==> config.mk <==
export PLATFORM = sky130hd
export DESIGN_NAME = mem_arbiter
export DESIGN_NICKNAME = d
export VERILOG_FILES = /design/src/rtl/mem_arbiter.sv
export SDC_FILE = /design/constraint.sdc
export NUM_CORES = 1
export LEC_CHECK = 0
export CORE_AREA = 2 2 103 105
export DETAILED_ROUTE_END_ITERATION = 8
export DIE_AREA = 0 0 105 107
export GPL_TIMING_DRIVEN = 0
export SLEW_MARGIN = 20
export SYNTH_ARGS = -nofsm -noshare
export SYNTH_HDL_FRONTEND = slang
export SYNTH_SLANG_ARGS = --single-unit
==> constraint.sdc <==
create_clock -name CLK -period 3.5 [get_ports CLK]
set_input_delay 0.7 -clock CLK [delete_from_list [all_inputs] [get_ports CLK]]
set_output_delay 0.7 -clock CLK [all_outputs]
set_load 0.05 [all_outputs]
==> src/rtl/mem_arbiter.sv <==
// -----------------------------------------------------------------------------
// mem_arbiter
//   Single-port RAM arbiter sitting directly below the icache and dcache.
//   One requester at a time is granted the RAM. The dcache has priority, and a
//   streak limit stops it from starving the icache. RAM errors are reissued up
//   to RETRY_MAX times before a forced completion is flagged on bus_err.
//
// Ports
//   CLK, RST               clock (rising edge), asynchronous active-high reset
//   iREN, iaddr            icache read request / address
//   iwait, iload           icache wait (low on the completing cycle) / read data
//   dREN, dWEN             dcache read / write request (write wins)
//   daddr, dstore          dcache address / write data
//   dwait, dload           dcache wait (low on the completing cycle) / read data
//   ramREN, ramWEN         RAM read / write enables
//   ramaddr, ramstore      RAM address / write data
//   ramload, ramstate      RAM read data / status (FREE, BUSY, ACCESS, ERROR)
//   bus_err                one-cycle pulse on a forced completion after retries
// -----------------------------------------------------------------------------
module mem_arbiter #(
  parameter int ADDR_W       = 32,
  parameter int DATA_W       = 32,
  parameter int D_STREAK_MAX = 4,
  parameter int RETRY_MAX    = 3
) (
  input  logic              CLK,
  input  logic              RST,
  input  logic              iREN,
  input  logic [ADDR_W-1:0] iaddr,
  output logic              iwait,
  output logic [DATA_W-1:0] iload,
  input  logic              dREN,
  input  logic              dWEN,
  input  logic [ADDR_W-1:0] daddr,
  input  logic [DATA_W-1:0] dstore,
  output logic              dwait,
  output logic [DATA_W-1:0] dload,
  output logic              ramREN,
  output logic              ramWEN,
  output logic [ADDR_W-1:0] ramaddr,
  output logic [DATA_W-1:0] ramstore,
  input  logic [DATA_W-1:0] ramload,
  input  logic [1:0]        ramstate,
  output logic              bus_err
);

  localparam logic [1:0] RAM_ACCESS = 2'd2;
  localparam logic [1:0] RAM_ERROR  = 2'd3;

  localparam int SW = (D_STREAK_MAX < 1) ? 1 : $clog2(D_STREAK_MAX + 1);
  localparam int RW = (RETRY_MAX < 1) ? 1 : $clog2(RETRY_MAX + 1);

  typedef enum logic [1:0] {
    IDLE = 2'd0,
    DGNT = 2'd1,
    IGNT = 2'd2
  } state_t;

  state_t        r_state;
  state_t        w_state_next;
  logic [SW-1:0] r_streak;
  logic [SW-1:0] w_streak_next;
  logic [RW-1:0] r_retry;
  logic [RW-1:0] w_retry_next;
  logic          w_d_req;
  logic          w_retries_left;
  logic          w_streak_full;

  // Read data is a straight pass-through; the wait lines say when it is valid.
  assign iload = ramload;
  assign dload = ramload;

  assign w_d_req        = dREN | dWEN;
  assign w_retries_left = (r_retry < RW'(RETRY_MAX));
  assign w_streak_full  = (r_streak == SW'(D_STREAK_MAX));

  always_comb begin
    // NOTE: every output and next-state value gets a default before the case,
    // so no path through the block leaves a signal unassigned (no latches).
    w_state_next  = r_state;
    w_streak_next = iREN ? r_streak : '0;  // any cycle without iREN ends the streak
    w_retry_next  = r_retry;
    iwait         = 1'b1;
    dwait         = 1'b1;
    ramREN        = 1'b0;
    ramWEN        = 1'b0;
    ramaddr       = '0;
    ramstore      = '0;
    bus_err       = 1'b0;

    unique case (r_state)
      IDLE: begin
        // The dcache yields once only when it has filled its streak while the
        // icache is waiting.
        if (w_d_req && !(iREN && w_streak_full)) begin
          w_state_next = DGNT;
        end else if (iREN) begin
          w_state_next = IGNT;
        end
      end

      DGNT: begin
        // Bus signals are live copies of the dcache request, not latched.
        ramaddr  = daddr;
        ramstore = dstore;
        ramWEN   = dWEN;
        ramREN   = dREN & ~dWEN;
        if (!w_d_req) begin
          w_state_next = IDLE;
          w_retry_next = '0;
        end else if (ramstate == RAM_ACCESS) begin
          dwait        = 1'b0;
          w_state_next = IDLE;
          w_retry_next = '0;
          if (iREN && !w_streak_full) begin
            w_streak_next = r_streak + SW'(1);
          end
        end else if (ramstate == RAM_ERROR) begin
          if (w_retries_left) begin
            w_retry_next = r_retry + RW'(1);
          end else begin
            dwait        = 1'b0;
            bus_err      = 1'b1;
            w_state_next = IDLE;
            w_retry_next = '0;
          end
        end
      end

      IGNT: begin
        ramaddr = iaddr;
        ramREN  = iREN;
        if (!iREN) begin
          w_state_next = IDLE;
          w_retry_next = '0;
        end else if (ramstate == RAM_ACCESS) begin
          iwait         = 1'b0;
          w_state_next  = IDLE;
          w_retry_next  = '0;
          w_streak_next = '0;
        end else if (ramstate == RAM_ERROR) begin
          if (w_retries_left) begin
            w_retry_next = r_retry + RW'(1);
          end else begin
            iwait         = 1'b0;
            bus_err       = 1'b1;
            w_state_next  = IDLE;
            w_retry_next  = '0;
            w_streak_next = '0;
          end
        end
      end

      default: w_state_next = IDLE;
    endcase
  end

  always_ff @(posedge CLK or posedge RST) begin
    // NOTE: state registers use non-blocking assignments so every flop samples
    // the pre-edge values, independent of statement order.
    if (RST) begin
      r_state  <= IDLE;
      r_streak <= '0;
      r_retry  <= '0;
    end else begin
      r_state  <= w_state_next;
      r_streak <= w_streak_next;
      r_retry  <= w_retry_next;
    end
  end

endmodule

==> results_dict.tcl <==
set metrics [dict create \
    grt_max_degree 11 \
    grt_use_total_pct 14.1 \
    required_ns 2.80 \
    wire_per_inst_microns 14.0 \
    status "finished, final reports clean" \
    clock_power_share_pct 4.5 \
    dr.pass1.iters 4 \
    num_antenna_cells 0 \
    timing.final.crit_period_ns 3.29 \
    cts_max_level 1 \
    root_buffer "clkbuf_8" \
    worst_setup_path_start_kind "register" \
    p_int_mw 1.06 \
    synth_edf_count 0 \
    via_per_inst 4.04 \
    detailed_place_hpwl_microns 7490 \
    synth_cells 245 \
    syn_avg_cell_area_sq_um 7.42 \
    fin_nets 626 \
    synth_flop_cell "dfrtp_1" \
    cts_sinks 7 \
    finalHoldViolations 0 \
    synth_nets 387 \
    finalClockSkew_ns 0.000919 \
    ctsResizeCount 0 \
    die_h_microns 107 \
    seqPwrFrac_pct 4.3 \
    drc_errors 0 \
    cts_buffers 3 \
    fp.dieW_microns 105 \
    grt_pass1_wl_microns 12900 \
    syn_area_sq_um 1820 \
    tritoncts "done" \
    hold_end "r_retry[0]" \
    rsz0062_at_grt "no" \
    crit_fanout 10 \
    totalWireLength_microns 8650 \
    r2r_end "r_streak[0]" \
    gp_congestion 0.860 \
    path_cells "inv_1, ha_1, buf_4, buf_4, clkbuf_1, and2_1, clkdlybuf4s50_1" \
    path_class "register to output port" \
    clk_pin_slew_ns 0.04 \
    worst_slew_pin_slew_ns 0.530 \
    swShare_pct 59.5 \
    ys_types 36 \
    max_stage_delay_ns 0.82 \
    crit_top_cell "buf_4" \
    pwr_density_cell_nw_per_um2 596 \
    vias 2502 \
    ctsHoldBuffers 0 \
    hold_path_depth 1 \
    async_flop_share_pct 100 \
    drv_cap 0 \
    clockBufferDepth 2 \
    num_rows 37 \
    dieArea_sq_um 11200 \
    fp.coreArea_sq_um 10100 \
    antenna_found_initial 0 \
    r2r_setup_slack_ns 1.86 \
    fin_crit_sh_pct 94.1 \
    max_slew_margin_pct 64.6 \
    ir_worst_vdd_mv 0.349 \
    crit_slowest_cell "clkdlybuf4s50_1" \
    min_path_type "register to register" \
    first_iter_violations 77 \
    cts_setup_buffers 0 \
    fill_cells 1036 \
    ant_nets 0 \
    end_kind "output port" \
    setup_viol 0 \
    power_leakage_nw 1.75 \
    final-max-slew-violation-count 0 \
    ys_seq_elements 7 \
    reg2regPathDepth 6 \
    power_switching_mw 1.55 \
    layout-drive-gt1-share_pct 17.2 \
    clk_latency_ns 0.23 \
    worstReg2RegStart "r_streak[0]" \
    p_comb_share_pct 91.2 \
    overflow 0 \
    portBuffers 234 \
    timing.hold.ws_ns 0.519 \
    area_growth_pct 141 \
    setup_tns_ns 0 \
    cp.arrival_ns 2.59 \
    yosysSeqAreaShare_pct 9.64 \
    min_from "r_retry[0]" \
    io-pin-count 268 \
    fmax_ghz 0.304 \
    yosys_warnings 0 \
    start_util_pct 18.0 \
    first_global_vias 2501 \
]
per-layer routing:
| layer | routed length, microns | global-route usage, % | up-vias |
|---|---|---|---|
| li1 | - | - | 1246 |
| met1 | 3310 | 15.3 | 1113 |
| met2 | 4550 | 27.4 | 134 |
| met3 | 710 | 3.65 | 9 |
| met4 | 82 | 3.05 | 0 |
| met5 | 0 | 0 | - |
how the worst max path moves through the flow:
stage / from / endpoint / slack (ns) / depth (start not counted)
5_1_grt: r_state[1] / ramstore[25] / 0.06 / 7
2_1_floorplan: r_state[0] / bus_err / 0.76 / 5
4_1_cts: r_state[1] / ramstore[28] / 0.16 / 7
6_report: r_state[1] / ramstore[28] / 0.21 / 7
3_5_place_dp: dWEN / bus_err / 0.28 / 5
3_3_place_gp: ramstate[1] / bus_err / 0.26 / 4
critical path, delay by kind of cell, from the launching register on:
| family | cells | cell delay (ns) |
|---|---|---|
| buf+inv | 5 | 1.62 |
| flops | 1 | 0.39 |
| fa+ha+maj | 1 | 0.17 |
| simple gates | 1 | 0.18 |
power groups by stage:
stage	Clock, mW	Combinational [mW]	Sequential (mW)
after CTS	0.120	2.41	0.112
after global placement	0	2.39	0.111
after detailed placement	0	2.40	0.112
final	0.117	2.38	0.111
after floorplan	0	1.59	0.109
after global routing	0.127	2.51	0.114
final cells by class:
class	count	area, sq um	share of cell area [%]
timing repair buffer	234	2340	53.5
multi-input combinational	147	1030	23.6
buffer	81	574	13.1
sequential	7	175	4.00
tap	136	170	3.89
clock buffer	4	45.0	1.03
inverter	10	37.5	0.858
cells in the final DEF (no fill, tap or decap), types with 5 or more instances in the layout:
cell / Yosys / routed
nor2b_1: 32 / 32
a22oi_1: 32 / 32
buf_4: 68 / 68
buf_2: 6 / 6
inv_1: 10 / 10
dfrtp_1: 7 / 7
clkbuf_1: 6 / 7
nand2_1: 5 / 5
nand4_1: 5 / 5
ha_1: 7 / 7
clkdlybuf4s50_1: 0 / 234
and2_1: 35 / 35
synthesized netlist by cell type, types with 2 or more instances:
cell type	count	area share, %
buf_4	68	28
and2_1	35	12
a22oi_1	32	13
nor2b_1	32	11
inv_1	10	2.1
dfrtp_1	7	9.6
ha_1	7	4.8
buf_2	6	1.7
clkbuf_1	6	1.2
nand2_1	5	1.0
nand4_1	5	1.7
nand3_1	3	0.83
o21ai_1	3	0.83
mux2_1	2	1.2
o21ai_0	2	0.55
o31ai_1	2	0.83
state kept, by name, summed over array words and instances (netlist names):
name	count
r_state	2
r_retry	2
r_streak	3
kinds of logic (layout without fill, tap and decap cells):
kind of cell,count (synthesis),after routing,share of synthesized area [%]
AO/OA/AOI/OAI,49,49,19.8
buffers and inverters,91,329,33.7
multiplexers,3,3,2.48
AND/OR/NAND/NOR,88,88,29.7
flip-flops,7,7,9.64
adder cells (fa/ha/maj),7,7,4.82
metrics by stage:
| step | setup slack [ns] | area (sq um) | power (mW) | instances | util, % |
|---|---|---|---|---|---|
| 6_report | 0.207 | 4380 | 2.61 | 619 | 43.4 |
| 5_1_grt | 0.0584 | 4380 | 2.75 | 619 | 43.4 |
| 4_1_cts | 0.164 | 4380 | 2.64 | 619 | 43.4 |
| 3_5_place_dp | 0.284 | 4330 | 2.51 | 615 | 42.9 |
| 3_3_place_gp | 0.264 | 4330 | 2.50 | 615 | 42.9 |
| 2_1_floorplan | 0.762 | 1820 | 1.70 | 245 | - |
No activity file was read; power rests on OpenSTA's default activity.
